--- src/rtl/sar_adc_ctrl.sv ---
// Successive-approximation controller: samples, then resolves one bit per settle+sync phase, MSB first.
// Every output is registered; cmp_in is synchronized before use and start is only looked at in IDLE.
module sar_adc_ctrl #(
   parameter int WIDTH         = 8,
   parameter int SAMPLE_CYCLES = 2,
   parameter int SETTLE_CYCLES = 4,
   parameter int SYNC_STAGES   = 2
) (
   input  logic             clk,
   input  logic             rst_n,
   input  logic             ena,
   input  logic             start,
   input  logic             cmp_in,
   output logic             sample_en,
   output logic [WIDTH-1:0] dac_code,
   output logic [WIDTH-1:0] result,
   output logic             done,
   output logic             busy
);

   localparam int T    = SETTLE_CYCLES + SYNC_STAGES;
   localparam int CMAX = (SAMPLE_CYCLES > T) ? SAMPLE_CYCLES : T;
   localparam int CW   = $clog2(CMAX + 1);
   localparam int BW   = (WIDTH > 1) ? $clog2(WIDTH) : 1;

   localparam logic [CW-1:0]    SAMPLE_LAST = CW'(SAMPLE_CYCLES - 1);
   localparam logic [CW-1:0]    PHASE_LAST  = CW'(T - 1);
   localparam logic [BW-1:0]    MSB_IDX     = BW'(WIDTH - 1);
   localparam logic [WIDTH-1:0] ONE         = WIDTH'(1);

   typedef enum logic [1:0] {
      IDLE    = 2'd0,
      SAMPLE  = 2'd1,
      CONVERT = 2'd2,
      DONE    = 2'd3
   } state_t;

   state_t                 state_q, state_d;
   logic [CW-1:0]          cnt_q, cnt_d;
   logic [BW-1:0]          bit_q, bit_d;
   logic [WIDTH-1:0]       trial_q, trial_d;
   logic [SYNC_STAGES-1:0] sync_q;
   logic                   sample_en_q, sample_en_d;
   logic [WIDTH-1:0]       dac_q, dac_d;
   logic [WIDTH-1:0]       result_q, result_d;
   logic                   done_q, done_d;
   logic                   busy_q, busy_d;

   logic                   cmp_s;
   logic [WIDTH-1:0]       kept;

   // Decisions only ever see the last synchronizer stage.
   assign cmp_s = sync_q[SYNC_STAGES-1];

   // Trial value with the bit under test kept or dropped by the comparator.
   assign kept = cmp_s ? (trial_q | (ONE << bit_q)) : trial_q;

   always_ff @(posedge clk or negedge rst_n) begin
      if (!rst_n) begin
         sync_q <= '0;
      end else begin
         sync_q <= {sync_q[SYNC_STAGES-2:0], cmp_in};
      end
   end

   always_comb begin
      state_d     = state_q;
      cnt_d       = cnt_q;
      bit_d       = bit_q;
      trial_d     = trial_q;
      sample_en_d = 1'b0;
      dac_d       = '0;
      result_d    = result_q;
      done_d      = 1'b0;
      busy_d      = 1'b0;

      unique case (state_q)
         IDLE: begin
            if (start) begin
               state_d     = SAMPLE;
               cnt_d       = '0;
               bit_d       = MSB_IDX;
               trial_d     = '0;
               sample_en_d = 1'b1;
               busy_d      = 1'b1;
            end
         end
         SAMPLE: begin
            busy_d = 1'b1;
            if (cnt_q == SAMPLE_LAST) begin
               state_d = CONVERT;
               cnt_d   = '0;
               bit_d   = MSB_IDX;
               dac_d   = ONE << MSB_IDX;
            end else begin
               cnt_d       = cnt_q + CW'(1);
               sample_en_d = 1'b1;
            end
         end
         CONVERT: begin
            busy_d = 1'b1;
            if (cnt_q == PHASE_LAST) begin
               trial_d = kept;
               cnt_d   = '0;
               if (bit_q == '0) begin
                  state_d  = DONE;
                  dac_d    = kept;
                  result_d = kept;
                  done_d   = 1'b1;
               end else begin
                  bit_d = bit_q - BW'(1);
                  dac_d = kept | (ONE << (bit_q - BW'(1)));
               end
            end else begin
               cnt_d = cnt_q + CW'(1);
               dac_d = dac_q;
            end
         end
         DONE: begin
            state_d = IDLE;
         end
         default: begin
            state_d = IDLE;
         end
      endcase

      // Disable overrides everything, including a decision landing in this same cycle.
      if (!ena) begin
         state_d     = IDLE;
         cnt_d       = '0;
         sample_en_d = 1'b0;
         dac_d       = '0;
         result_d    = result_q;
         done_d      = 1'b0;
         busy_d      = 1'b0;
      end
   end

   always_ff @(posedge clk or negedge rst_n) begin
      if (!rst_n) begin
         state_q     <= IDLE;
         cnt_q       <= '0;
         bit_q       <= '0;
         trial_q     <= '0;
         sample_en_q <= 1'b0;
         dac_q       <= '0;
         result_q    <= '0;
         done_q      <= 1'b0;
         busy_q      <= 1'b0;
      end else begin
         state_q     <= state_d;
         cnt_q       <= cnt_d;
         bit_q       <= bit_d;
         trial_q     <= trial_d;
         sample_en_q <= sample_en_d;
         dac_q       <= dac_d;
         result_q    <= result_d;
         done_q      <= done_d;
         busy_q      <= busy_d;
      end
   end

   assign sample_en = sample_en_q;
   assign dac_code  = dac_q;
   assign result    = result_q;
   assign done      = done_q;
   assign busy      = busy_q;

endmodule

--- config.mk ---
export PLATFORM = sky130hd
export DESIGN_NAME = sar_adc_ctrl
export DESIGN_NICKNAME = d
export VERILOG_FILES = /design/src/rtl/sar_adc_ctrl.sv
export SDC_FILE = /design/constraint.sdc
export NUM_CORES = 1
export LEC_CHECK = 0
export BUFFER_PORTS_ARGS = -buffer_cell sky130_fd_sc_hd__buf_2
export CORE_UTILIZATION = 40
export CTS_CLUSTER_DIAMETER = 50
export DETAILED_ROUTE_END_ITERATION = 8
export MAX_ROUTING_LAYER = met4
export PLACE_DENSITY = 0.62
export REMOVE_ABC_BUFFERS = 1
export SLEW_MARGIN = 10
export SYNTH_ARGS = -nofsm -noshare
export SYNTH_HDL_FRONTEND = slang
export SYNTH_SLANG_ARGS = --single-unit
--- constraint.sdc ---
create_clock -name clk -period 4.2 [get_ports clk]
set_input_delay 0.63 -clock clk [delete_from_list [all_inputs] [get_ports clk]]
set_output_delay 0.63 -clock clk [all_outputs]
set_load 0.01 [all_outputs]
==> results by group <==
Critical path
  – CP required: 4.40 ns
  – Crit path buf inv count: 1
  – CP Capture Type: register
  – Setup crit start kind: register
  – Worst Path Max Fanout: 13
  – CP Data Arrival Time: between 2 and 2.5 ns
  – FF-to-FF setup slack: 2.17 ns
  – CP Class: register to register
  – CP delay by family, top: compound AO/OA/AOI/OAI gates
  – Max stage delay on crit path: 0.51 ns
  – CP max stage cell: ha_1
  – Crit-path cells: inv_1 > ha_1 > mux2i_4 > a21oi_4 > nand3_1 > o31ai_1

CTS
  – CTS tree: done
  – Clock Pin Slew Worst Setup and Hold Paths: around 0.080 ns
  – Setup bufs post-CTS: 0
  – Post_cts resized: 0
  – Maximum clock path buffer count: 2
  – Root Buffer: clkbuf_8
  – Num CTS Buffers: 5
  – H-tree depth: 2
  – Clock Latency Late Sink: between 0.2 and 0.3 ns
  – Hold buffers post-CTS: 0
  – Clk sinks: 37

Detailed routing
  – Wire per inst: approximately 14 um
  – Starting DRT DRC Count: between 70 and 80
  – Residual DRC: 0
  – Drt via density: 5.14
  – Number of routed nets with antenna violations: 0
  – 1st-pass router iterations: 4
  – Routed wire length: between 3000 and 4000 um
  – Routed via count: about 1500

Layout
  – Final std cells w/o fill: 284
  – Share of layout cells above drive strength 1: 18.9%
  – Finished Cell Area: between 2000 and 2500 um2
  – Synth-to-layout area growth: 12.7%
  – Diode count: 0
  – Layout Nets: between 200 and 250

Placed design
  – Post-DP HPWL: 2850 um
  – Placed Cells: 276
  – Placed cell areas: around 2100 um2
  – RePlAce Congestion: 0.795
  – IO Port Bufs: 23

STA
  – Slew @ Worst Pin: 0.803 ns
  – Minimum clock period: between 2 and 2.5 ns
  – Max-slew violations: 0
  – Setup Skew: 0.00862 ns
  – Unrepaired setup endpoints after global routing: no
  – Final worst-path cycle share: 48.3%
  – Slew headroom: 46.4%
  – Setup TNS: 0 ns
  – Max Fclk: 493 MHz
  – Final Hold Viols: 0
  – Setup-failing EPs final: 0
  – Worst Hold Margin: about 0.35 ns

Global routing
  – Number of global-route vias before repair: about 1400
  – GRT Total Usage: 17.5%
  – Initial antenna violation count: 0
  – Pin count of the biggest net entering global routing: 38
  – Gr ovfl total: 0
  – First-pass GRT wire length: 6810 um

Floorplan
  – FP Rows: 25
  – # IOs: 24
  – Die ar.: 5290 um2
  – Vertical die dimension: 72.7 um
  – Core area: 4750 um2
  – Chip width: 72.7 um
  – Starting Density: between 40% and 50%

Synthesis
  – Register area share after synthesis: 46.3%
  – Synth Instances: 195
  – EDFF count, synth: 0
  – Synth async-reset ratio: 100%
  – Top FF cell, synth: dfrtp_1
  – Yosys reg bits: 37
  – Post-Syn Area: between 1500 and 2000 um2
  – Synth warn: 0
  – Average cell area after synthesis: 10.3 um2
  – Unique masters post-synth: 47

Pwr
  – P_leak: 0.00106 uW
  – PwrDens: about 410 nW/um2
  – Worst VDD drop: roughly 0.28 mV
  – Total Power: 930 uW

Status
  – Run status: completed

Job
  – Total of max-cap violations: 0

Worst hold path
  – Hold Path Class: register to register
placed cells by master, fill, tap and decap left out, types with 2 or more instances in the layout:
cell type	instances
and2b_1	2
nand2b_1	2
clkbuf_8	5
a21boi_0	4
nand4b_1	3
a21oi_1	16
inv_1	9
o31ai_1	4
nand2_1	20
a311oi_1	2
mux2_2	2
nor3_1	2
dfrtp_1	37
nor2_1	16
nand3_1	7
buf_2	23
o21ai_0	13
ha_1	14
a31oi_1	4
nor2b_1	4
worst paths after layout:
kind / startpoint / to / cells past startpoint
min in group asynchronous: rst_n / trial_q[2]$_DFFE_PN0P_ / 1
max: state_q[0]$_DFFE_PN0P_ / cnt_q[1]$_DFFE_PN0P_ / 6
max reg2reg: state_q[0]$_DFFE_PN0P_ / cnt_q[1]$_DFFE_PN0P_ / 6
min: sync_q[0]$_DFF_PN0_ / sync_q[1]$_DFF_PN0_ / 0
max in group asynchronous: rst_n / busy$_DFF_PN0_ / 1
min reg2reg: sync_q[0]$_DFF_PN0_ / sync_q[1]$_DFF_PN0_ / 0
per-stage QoR:
stage,setup slack [ns],util [%]
finish,2.17,47.4
global route,1.91,47.4
CTS,2.16,47.4
detailed placement,2.19,45.0
global placement,2.24,45.0
floorplan,2.39,-
cell type report:
cell class              instances  area, um2
well taps                      67       83.8
clock inverters                 3       46.3
repair buffers                 23        115
inverters                       9       33.8
clock buffers                   5       68.8
fillers                       483       2500
flip-flops and latches         37        926
multi-input cells             140        980
synth_stat cells (all sizes together), types with 2 or more instances:
cell,instances,area (um2)
dfrtp,37,926
nand2,20,75.1
a21oi,18,105
nor2,16,60.1
ha,14,175
o21ai,14,70.1
inv,9,33.8
nand3,7,35.0
clkbuf,5,21.3
a21boi,4,30.0
a31oi,4,25.0
buf,4,38.8
nor2b,4,25.0
o31ai,4,30.0
nand4b,3,26.3
nor3,3,26.3
a2111oi,2,36.3
a311oi,2,17.5
and2b,2,15.0
mux2,2,22.5
mux2i,2,32.5
nand2b,2,12.5
worst reg2reg max path: cells and delay by family (launching register included):
family | cells | cell delay [ns]
adders and majority gates | 1 | 0.51
AOI/OAI and AO/OA | 2 | 0.52
muxes | 1 | 0.17
DFF | 1 | 0.43
and+or+nand+nor | 1 | 0.19
buffers and inverters | 1 | 0.12
layer usage:
metal | vias to the layer above | track usage [%] | wire length (um)
met3 | 8 | 3.87 | 154
li1 | 732 | - | -
met2 | 35 | 26.7 | 1800
met5 | - | - | 0
met4 | 0 | 6.54 | 61
met1 | 686 | 22.7 | 1950
flip-flops by register name (all words and copies together), names as in the netlist, 2 cells and up:
name      count
bit_q         3
cnt_q         3
dac_code      8
result        8
state_q       2
sync_q        2
trial_q       8
where the power goes:
part	total [uW]	switching, uW	internal (uW)	leakage, uW
Sequential	387	14.5	373	0.000493
Combinational	230	147	83.4	0.000512
Clock	313	135	178	0.0000543
Total	930	296	634	0.00106
cells by family after synthesis:
| kind of cell | after synthesis | share of synthesized area [%] |
|---|---|---|
| adder cells (fa/ha/maj) | 14 | 8.76 |
| flip-flops | 37 | 46.3 |
| AO/OA/AOI/OAI | 59 | 20.8 |
| multiplexers | 4 | 2.75 |
| buffers and inverters | 18 | 4.69 |
| AND/OR/NAND/NOR | 63 | 16.6 |
Note: power is estimated with default switching activity, not from simulation.
